### src/rtl/phase_sel_sequencer.sv
`default_nettype none
// ============================================================================
// Module      : phase_sel_sequencer
// Description : Sequences the phase select of a 32-deep SRL delay tap. Phase
//               changes are applied only at 32-cycle frame boundaries, either
//               as a single jump or one step per frame along the shortest
//               path. After the last update the block waits a configurable
//               number of frame boundaries before pulsing done.
// Ports       : clk_in    - sole clock, rising edge
//               reset     - synchronous, active-high
//               req_valid - request valid (accepted only while req_ready)
//               req_phase - target phase 0..31
//               req_mode  - 0 = jump, 1 = step one phase per frame
//               abort     - cancel the request in progress
//               req_ready - idle, able to accept a request
//               phase_sel - registered phase select
//               frame_cnt - free-running position in the 32-cycle frame
//               busy      - request in progress
//               done      - one-cycle completion pulse
// Revision    : 1.0 - initial release
// ============================================================================
module phase_sel_sequencer #(
    parameter logic [4:0] PHASE_INIT    = 5'd0,
    parameter int         SETTLE_FRAMES = 2
) (
    input  logic       clk_in,
    input  logic       reset,
    input  logic       req_valid,
    input  logic [4:0] req_phase,
    input  logic       req_mode,
    input  logic       abort,
    output logic       req_ready,
    output logic [4:0] phase_sel,
    output logic [4:0] frame_cnt,
    output logic       busy,
    output logic       done
);

    localparam logic [3:0] c_settle_frames = 4'(SETTLE_FRAMES);

    typedef enum logic [1:0] {
        S_IDLE   = 2'd0,
        S_JUMP   = 2'd1,
        S_STEP   = 2'd2,
        S_SETTLE = 2'd3
    } state_t;

    state_t     r_state;
    state_t     w_next_state;
    logic [4:0] r_phase_sel;
    logic [4:0] w_phase_next;
    logic [4:0] r_frame_cnt;
    logic [3:0] r_settle_cnt;
    logic [4:0] r_target;
    logic       w_boundary;
    logic       w_accept;
    logic [4:0] w_fwd_dist;
    logic [4:0] w_step_phase;
    logic       w_done;

    assign w_boundary = (r_frame_cnt == 5'd31);
    assign w_accept   = (r_state == S_IDLE) && req_valid;

    // Forward distance mod 32; a tie at 16 resolves to incrementing.
    assign w_fwd_dist   = r_target - r_phase_sel;
    assign w_step_phase = ((w_fwd_dist >= 5'd1) && (w_fwd_dist <= 5'd16))
                        ? (r_phase_sel + 5'd1) : (r_phase_sel - 5'd1);

    always_ff @(posedge clk_in) begin
        if (reset) begin
            r_state      <= S_IDLE;
            r_phase_sel  <= PHASE_INIT;
            r_frame_cnt  <= 5'd0;
            r_settle_cnt <= 4'd0;
            r_target     <= 5'd0;
        end else begin
            r_state     <= w_next_state;
            r_phase_sel <= w_phase_next;
            r_frame_cnt <= r_frame_cnt + 5'd1;
            // The mode is not stored separately: it is encoded by the
            // choice of JUMP or STEP made at acceptance.
            if (w_accept) begin
                r_target <= req_phase;
            end
            // Held at zero outside SETTLE so it is clear on entry.
            if (r_state != S_SETTLE) begin
                r_settle_cnt <= 4'd0;
            end else if (w_boundary) begin
                r_settle_cnt <= r_settle_cnt + 4'd1;
            end
        end
    end

    always_comb begin
        w_next_state = r_state;
        w_phase_next = r_phase_sel;
        w_done       = 1'b0;
        case (r_state)
            S_IDLE: begin
                // No update here, so an acceptance on a boundary cycle
                // defers the first phase change to the next boundary.
                if (req_valid) begin
                    if (req_phase == r_phase_sel) begin
                        w_next_state = S_SETTLE;
                    end else if (req_mode) begin
                        w_next_state = S_STEP;
                    end else begin
                        w_next_state = S_JUMP;
                    end
                end
            end
            S_JUMP: begin
                if (abort) begin
                    w_next_state = S_IDLE;
                end else if (w_boundary) begin
                    w_phase_next = r_target;
                    w_next_state = S_SETTLE;
                end
            end
            S_STEP: begin
                if (abort) begin
                    w_next_state = S_IDLE;
                end else if (w_boundary) begin
                    w_phase_next = w_step_phase;
                    if (w_step_phase == r_target) begin
                        w_next_state = S_SETTLE;
                    end
                end
            end
            S_SETTLE: begin
                if (abort) begin
                    w_next_state = S_IDLE;
                end else if (r_settle_cnt == c_settle_frames) begin
                    w_done       = 1'b1;
                    w_next_state = S_IDLE;
                end
            end
            default: begin
                w_next_state = S_IDLE;
            end
        endcase
    end

    assign req_ready = (r_state == S_IDLE);
    assign busy      = (r_state != S_IDLE);
    assign done      = w_done;
    assign phase_sel = r_phase_sel;
    assign frame_cnt = r_frame_cnt;

endmodule
`default_nettype wire

### config.mk
export PLATFORM = sky130hd
export DESIGN_NAME = phase_sel_sequencer
export DESIGN_NICKNAME = d
export VERILOG_FILES = /design/src/rtl/phase_sel_sequencer.sv
export SDC_FILE = /design/constraint.sdc
export NUM_CORES = 1
export LEC_CHECK = 0
export CAP_MARGIN = 20
export CORE_UTILIZATION = 53
export CTS_CLUSTER_DIAMETER = 80
export DETAILED_ROUTE_END_ITERATION = 7
export PLACE_DENSITY = 0.84
export SLEW_MARGIN = 10
export SYNTH_ARGS = -nofsm -noshare
export SYNTH_HDL_FRONTEND = slang
export SYNTH_SLANG_ARGS = --single-unit
### constraint.sdc
create_clock -name clk_in -period 3.7 [get_ports clk_in]
set_input_delay 0.37 -clock clk_in [delete_from_list [all_inputs] [get_ports clk_in]]
set_output_delay 0.37 -clock clk_in [all_outputs]
set_load 0.01 [all_outputs]
==> results of run 1 <==
==> area by class of cell <==
class                   instances  area (µm²)  share of cell area (%)
well taps                      30        37.5                    2.09
repair buffers                 24         235                    13.1
clock buffers                   3        22.5                    1.25
clock inverters                 1        5.00                   0.278
multi-input cells             136        1020                    56.9
inverters                      14        52.6                    2.92
flip-flops and latches         21         423                    23.5
==> power by group through the flow <==
stage / clock network (W) / registers, W / logic [W]
3_5_place_dp: 0 / 0.000278 / 0.000514
5_1_grt: 0.000122 / 0.000277 / 0.000619
3_3_place_gp: 0 / 0.000276 / 0.000505
6_report: 0.000114 / 0.000274 / 0.000561
4_1_cts: 0.000116 / 0.000273 / 0.000527
2_1_floorplan: 0 / 0.000271 / 0.000408
==> worst max-delay path, delay by kind of cell, from the launching register on <==
family | cells | cell delay, ns
buffers and inverters | 1 | 0.10
AO/OA/AOI/OAI | 4 | 0.65
multiplexers | 1 | 0.12
flip-flops | 1 | 0.47
AND/OR/NAND/NOR | 3 | 0.40
adder cells (fa/ha/maj) | 2 | 0.87
XOR/XNOR | 3 | 0.83
==> state kept, by name, indices dropped and copies added, names as in the netlist <==
name          count
frame_cnt         5
r_target          5
r_settle_cnt      4
r_state           2
phase_sel         5
==> through the flow <==
step                hold WS, ns  util [%]  cell area, µm²  std cells
finish                    0.476      70.6            1800        229
global route              0.498      70.6            1800        229
CTS                       0.481      69.2            1760        228
detailed placement        0.452      67.8            1730        224
global placement          0.439      67.8            1730        224
floorplan                 0.442         -            1480        175
==> kinds of logic (layout without fill, tap and decap cells) <==
family | Yosys count | in the layout | share of synthesized area (%)
multiplexers | 3 | 3 | 2.03
flip-flops | 21 | 21 | 28.5
adder cells (fa/ha/maj) | 18 | 18 | 16.3
buffers and inverters | 18 | 42 | 4.66
AO/OA/AOI/OAI | 32 | 32 | 13.8
AND/OR/NAND/NOR | 62 | 62 | 20.3
XOR/XNOR | 21 | 21 | 14.4
==> worst max path at each step <==
stage	start	end	slack [ns]
global placement	phase_sel[0]	r_state[0]	0.22
detailed placement	phase_sel[0]	r_state[0]	-0.02
finish	r_target[1]	r_state[0]	0.14
CTS	r_target[0]	r_state[0]	0.04
global route	r_target[0]	r_state[0]	-0.01
floorplan	phase_sel[0]	r_state[0]	0.29
==> synth_stat cells, types with 2 or more instances <==
library cell / number
nor3b_1: 3
nor3_1: 5
and3_1: 2
nor2b_1: 5
a21oi_1: 14
nand3_1: 8
xnor2_1: 9
nor2_1: 15
xor2_1: 10
dfxtp_1: 21
nand3b_1: 2
clkbuf_1: 3
o21ai_0: 3
a211oi_1: 6
ha_1: 16
fa_1: 2
and2_1: 2
nand2_1: 16
mux2i_1: 3
o211ai_1: 2
inv_1: 14
==> cells in the final DEF (no fill, tap or decap), types with 2 or more instances in the layout <==
| cell | count |
|---|---|
| a21oi_1 | 14 |
| xnor2_1 | 7 |
| dfxtp_2 | 2 |
| nand2_1 | 15 |
| clkbuf_4 | 3 |
| nor2b_1 | 5 |
| fa_2 | 2 |
| and2_1 | 2 |
| xor2_1 | 10 |
| inv_1 | 14 |
| nor3_1 | 4 |
| xnor2_2 | 2 |
| a211oi_1 | 6 |
| buf_4 | 2 |
| nor3b_1 | 2 |
| nand3b_1 | 2 |
| nand3_1 | 8 |
| o211ai_1 | 2 |
| o21ai_0 | 3 |
| nor2_1 | 15 |
| and3_1 | 2 |
| ha_1 | 15 |
| dfxtp_1 | 19 |
| mux2i_1 | 3 |
| clkdlybuf4s50_1 | 22 |
==> per-layer routing <==
layer	GRT usage (%)	vias to the layer above	part of all wire, %
li1	-	651	-
met1	29.6	625	46
met2	39.6	39	49
met3	4.72	0	5.1
met4	4.70	0	0
met5	0	-	0
==> timing repair <==
item | 4_1_cts | 5_1_grt
pin swaps | 0 | 5
gates resized for setup | 1 | 9
buffers inserted | 0 | 1
setup endpoints to repair | 1 | 3
==> impl_metrics.env, run 1 <==
export IMPL_p_leak_nw=0.737
export IMPL_drtPass1Iterations=4
export IMPL_cts_sinks=21
export IMPL_required_ns=3.90
export IMPL_antennaDiodeCount=0
export IMPL_run_status="complete, no violations"
export IMPL_syn2layout_area_growth_pct=21.8
export IMPL_p_comb_share_pct=59.1
export IMPL_layout_drive_gt1_share_pct=9.55
export IMPL_viasPerCell=5.74
export IMPL_overflow=0
export IMPL_gp_congestion=0.878
export IMPL_worstHoldStart="frame_cnt[0]"
export IMPL_grt_pass1_vias=1210
export IMPL_clkSlewWorstSetupHoldPaths_ns=0.12
export IMPL_die_h_um=54.8
export IMPL_synth_nets=203
export IMPL_die_x_um=54.8
export IMPL_hold_viol=0
export IMPL_hold_depth=1
export IMPL_ys_seq_area_share_pct=28.5
export IMPL_p_int_w=0.000574
export IMPL_crit_type="reg2reg"
export IMPL_ant_nets=0
export IMPL_sw_frac_of_total_pct=39.5
export IMPL_powerDensity_nw_per_um2=528
export IMPL_setup_viol=0
export IMPL_synth_area_um2=1480
export IMPL_timing_rr_end="r_state[0]"
export IMPL_syn_area_per_cell_um2=8.44
export IMPL_p_clk_share_pct=12.0
export IMPL_clock_fmax_mhz=281
export IMPL_synth_top_cell_by_area="dfxtp_1"
export IMPL_crit_path_top_delay_cell="fa_2"
export IMPL_fin_nets=228
export IMPL_slew_violations=0
export IMPL_ctsHoldBuffers=0
export IMPL_r2r_start="r_target[1]"
export IMPL_yosys_cell_types_count=35
export IMPL_period_needed_ns=3.56
export IMPL_drv_cap=0
export IMPL_synthTopCellsByArea="dfxtp_1 (28%), ha_1 (14%), xor2_1 (5.9%)"
export IMPL_num_vias=1315
export IMPL_grt_max_degree=17
export IMPL_clk_latency_ns=0.31
export IMPL_hold_end="frame_cnt[0]"
export IMPL_grt_use_total_pct=23.1
export IMPL_rows=18
export IMPL_worst_ir_drop_vdd_mv=0.373
export IMPL_cp_max_fo=5
export IMPL_cts_root_buf="clkbuf_4"
export IMPL_p_sw_w=0.000375
export IMPL_grt_antenna_before_repair=0
export IMPL_p_seq_share_pct=28.9
export IMPL_worst_pin_slew_ns=0.610
export IMPL_crit_chain="inv_1 -> fa_2 -> nand2_2 -> nor3b_2 -> mux2i_1 -> xnor2_1 -> xnor2_2 -> ha_1 -> xnor3_1 -> nor3_1 -> o21ai_1 -> a22o_1 -> a22oi_1 -> o211ai_1"
export IMPL_start_util_pct=58.0
export IMPL_yosysWarnings=0
export IMPL_die_area_um2=3000
export IMPL_period_share_pct=96.1
export IMPL_io_pins=23
export IMPL_reg2regPathDepth=14
export IMPL_timing_setup_tns_ns=0
export IMPL_numCtsBuffers=3
export IMPL_ys_flop_type="dfxtp_1"
export IMPL_numPortBuffers=22
export IMPL_end_kind="register"
export IMPL_ys_async_sr_fraction_pct=0
export IMPL_synth_edf_count=0
export IMPL_r2r_setup_slack_ns=0.14
export IMPL_drc=0
export IMPL_coreArea_um2=2540
export IMPL_slowest_delay_ns=0.55
export IMPL_hp_class="reg2reg"
export IMPL_netlist_area_leader_share_pct=28.5
export IMPL_rsz0062_at_grt="true"
export IMPL_wire_per_inst_um=14.1
export IMPL_clockBufferDepth=2
export IMPL_post_dp_hpwl_mm=2.52
export IMPL_final_setup_worst_slack_ns=0.144
export IMPL_fin_skew_ns=0.00381
export IMPL_drt_wl_total_mm=3.22
export IMPL_cts_tree="done"
export IMPL_grt_pass1_wl_mm=5.03
export IMPL_slew_headroom_pct=59.2
export IMPL_drt_iter0_markers=32
export IMPL_synthCells=175
export IMPL_cp_arrival_ns=3.75
export IMPL_pre_cts_ws_ns=-0.0198
export IMPL_p_total_w=0.000949
export IMPL_start_kind="register"
export IMPL_nFillCells=210
export IMPL_synth_seq_cells=21
export IMPL_h_tree_depth=1
(Power assumes the default switching activity.)
==> inputs of run 2 (changes only) <==
--- a/config.mk
+++ b/config.mk
@@ -14,3 +14,4 @@
 export SYNTH_ARGS = -nofsm -noshare
 export SYNTH_HDL_FRONTEND = slang
 export SYNTH_SLANG_ARGS = --single-unit
+export TNS_END_PERCENT = 30
==> impl_metrics.env, run 2 (synthesized netlist as in run 1, its figures left out) <==
export IMPL_run_status="complete, no violations"
export IMPL_clockBufferDepth=2
export IMPL_timing_setup_tns_ns=0
export IMPL_reg2regPathDepth=14
export IMPL_hold_end="frame_cnt[0]"
export IMPL_period_needed_ns=3.56
export IMPL_fin_skew_ns=0.00381
export IMPL_cp_arrival_ns=3.75
export IMPL_worst_pin_slew_ns=0.610
export IMPL_placed_area_um2=1730
export IMPL_p_sw_w=0.000375
export IMPL_antennaDiodeCount=0
export IMPL_final_common_cell="clkdlybuf4s50_1"
export IMPL_fin_nets=228
export IMPL_start_kind="register"
export IMPL_slew_violations=0
export IMPL_die_area_um2=3000
export IMPL_wire_per_inst_um=14.1
export IMPL_final_cell_mix="clkdlybuf4s50_1 (22), dfxtp_1 (19), nand2_1 (15), nor2_1 (15), ha_1 (15)"
export IMPL_die_x_um=54.8
export IMPL_worstHoldStart="frame_cnt[0]"
export IMPL_required_ns=3.90
export IMPL_grt_antenna_before_repair=0
export IMPL_h_tree_depth=1
export IMPL_drtPass1Iterations=4
export IMPL_setup_viol=0
export IMPL_p_leak_nw=0.737
export IMPL_p_clk_share_pct=12.0
export IMPL_gp_congestion=0.878
export IMPL_viasPerCell=5.74
export IMPL_r2r_setup_slack_ns=0.14
export IMPL_powerDensity_nw_per_um2=528
export IMPL_drc=0
export IMPL_p_int_w=0.000574
export IMPL_ctsHoldBuffers=0
export IMPL_slew_headroom_pct=59.2
export IMPL_num_vias=1315
export IMPL_die_h_um=54.8
export IMPL_grt_use_total_pct=23.1
export IMPL_coreArea_um2=2540
export IMPL_cp_max_fo=5
export IMPL_p_seq_share_pct=28.9
export IMPL_syn2layout_area_growth_pct=21.8
export IMPL_drt_iter0_markers=32
export IMPL_io_pins=23
export IMPL_rows=18
export IMPL_rsz0062_at_grt="true"
export IMPL_slowest_delay_ns=0.55
export IMPL_hold_viol=0
export IMPL_worst_ir_drop_vdd_mv=0.373
export IMPL_hold_depth=1
export IMPL_clk_latency_ns=0.31
export IMPL_end_kind="register"
export IMPL_cts_tree="done"
export IMPL_post_dp_hpwl_mm=2.52
export IMPL_clock_fmax_mhz=281
export IMPL_crit_chain="inv_1 -> fa_2 -> nand2_2 -> nor3b_2 -> mux2i_1 -> xnor2_1 -> xnor2_2 -> ha_1 -> xnor3_1 -> nor3_1 -> o21ai_1 -> a22o_1 -> a22oi_1 -> o211ai_1"
export IMPL_cts_sinks=21
export IMPL_start_util_pct=58.0
export IMPL_drv_cap=0
export IMPL_sw_frac_of_total_pct=39.5
export IMPL_overflow=0
export IMPL_grt_pass1_vias=1210
export IMPL_timing_rr_end="r_state[0]"
export IMPL_crit_type="reg2reg"
export IMPL_finish_instance_area_um2=1800
export IMPL_crit_path_top_delay_cell="fa_2"
export IMPL_numPortBuffers=22
export IMPL_cts_root_buf="clkbuf_4"
export IMPL_r2r_start="r_target[1]"
export IMPL_ant_nets=0
export IMPL_clkSlewWorstSetupHoldPaths_ns=0.12
export IMPL_numCtsBuffers=3
export IMPL_hp_class="reg2reg"
export IMPL_drt_wl_total_mm=3.22
export IMPL_p_comb_share_pct=59.1
export IMPL_period_share_pct=96.1
export IMPL_grt_pass1_wl_mm=5.03
export IMPL_grt_max_degree=17
export IMPL_layout_drive_gt1_share_pct=9.55
-- run 2: cell counts in the layout (fill, tap and decap cells not counted) --
No cell type changed its count.
-- run 2: how the worst max path moves through the flow --
stage | start | cells after the start | end
2_1_floorplan | phase_sel[0] | 15 | r_state[0]
3_3_place_gp | phase_sel[0] | 15 | r_state[0]
3_5_place_dp | phase_sel[0] | 15 | r_state[0]
4_1_cts | r_target[0] | 16 | r_state[0]
5_1_grt | r_target[0] | 16 | r_state[0]
6_report | r_target[1] | 14 | r_state[0]
-- run 2: critical path, delay by kind of cell (launching register included) --
kind                       cells  cell delay [ns]
muxes                          1             0.12
buffers and inverters          1             0.10
adders and majority gates      2             0.87
AOI/OAI and AO/OA              4             0.65
and+or+nand+nor                3             0.40
xor gates and xnor gates       3             0.83
DFF                            1             0.47
-- run 2: repair_timing --
| action | CTS | global route |
|---|---|---|
| gates resized for setup | 1 | 9 |
| pin swaps | 0 | 5 |
| setup endpoints to repair | 1 | 3 |
| setup buffers | 0 | 1 |
-- run 2: cell type report --
| cell class | count | area, µm² |
|---|---|---|
| multi-input cells | 136 | 1020 |
| fillers | 210 | 747 |
| flip-flops and latches | 21 | 423 |
| repair buffers | 24 | 235 |
| inverters | 14 | 52.6 |
| well taps | 30 | 37.5 |
| clock buffers | 3 | 22.5 |
| clock inverters | 1 | 5.00 |
-- run 2: power groups by stage --
stage | registers, W | logic (W) | clock network (W)
2_1_floorplan | 0.000271 | 0.000408 | 0
3_3_place_gp | 0.000276 | 0.000505 | 0
3_5_place_dp | 0.000278 | 0.000514 | 0
4_1_cts | 0.000273 | 0.000527 | 0.000116
5_1_grt | 0.000277 | 0.000619 | 0.000122
6_report | 0.000274 | 0.000561 | 0.000114
-- run 2: stage by stage --
step	util, %	hold WS [ns]	std cells	setup WS [ns]	total power (W)
after floorplan	-	0.442	175	0.287	0.000679
after global placement	67.8	0.439	224	0.219	0.000781
after detailed placement	67.8	0.452	224	-0.0198	0.000791
after CTS	69.2	0.481	228	0.0416	0.000917
after global routing	70.6	0.498	229	-0.0106	0.00102
final	70.6	0.476	229	0.144	0.000949
-- run 2: routing by layer --
layer,track usage [%],share of wire [%]
met5,0,0
met3,4.72,5.1
met1,29.6,46
met4,4.70,0
met2,39.6,49
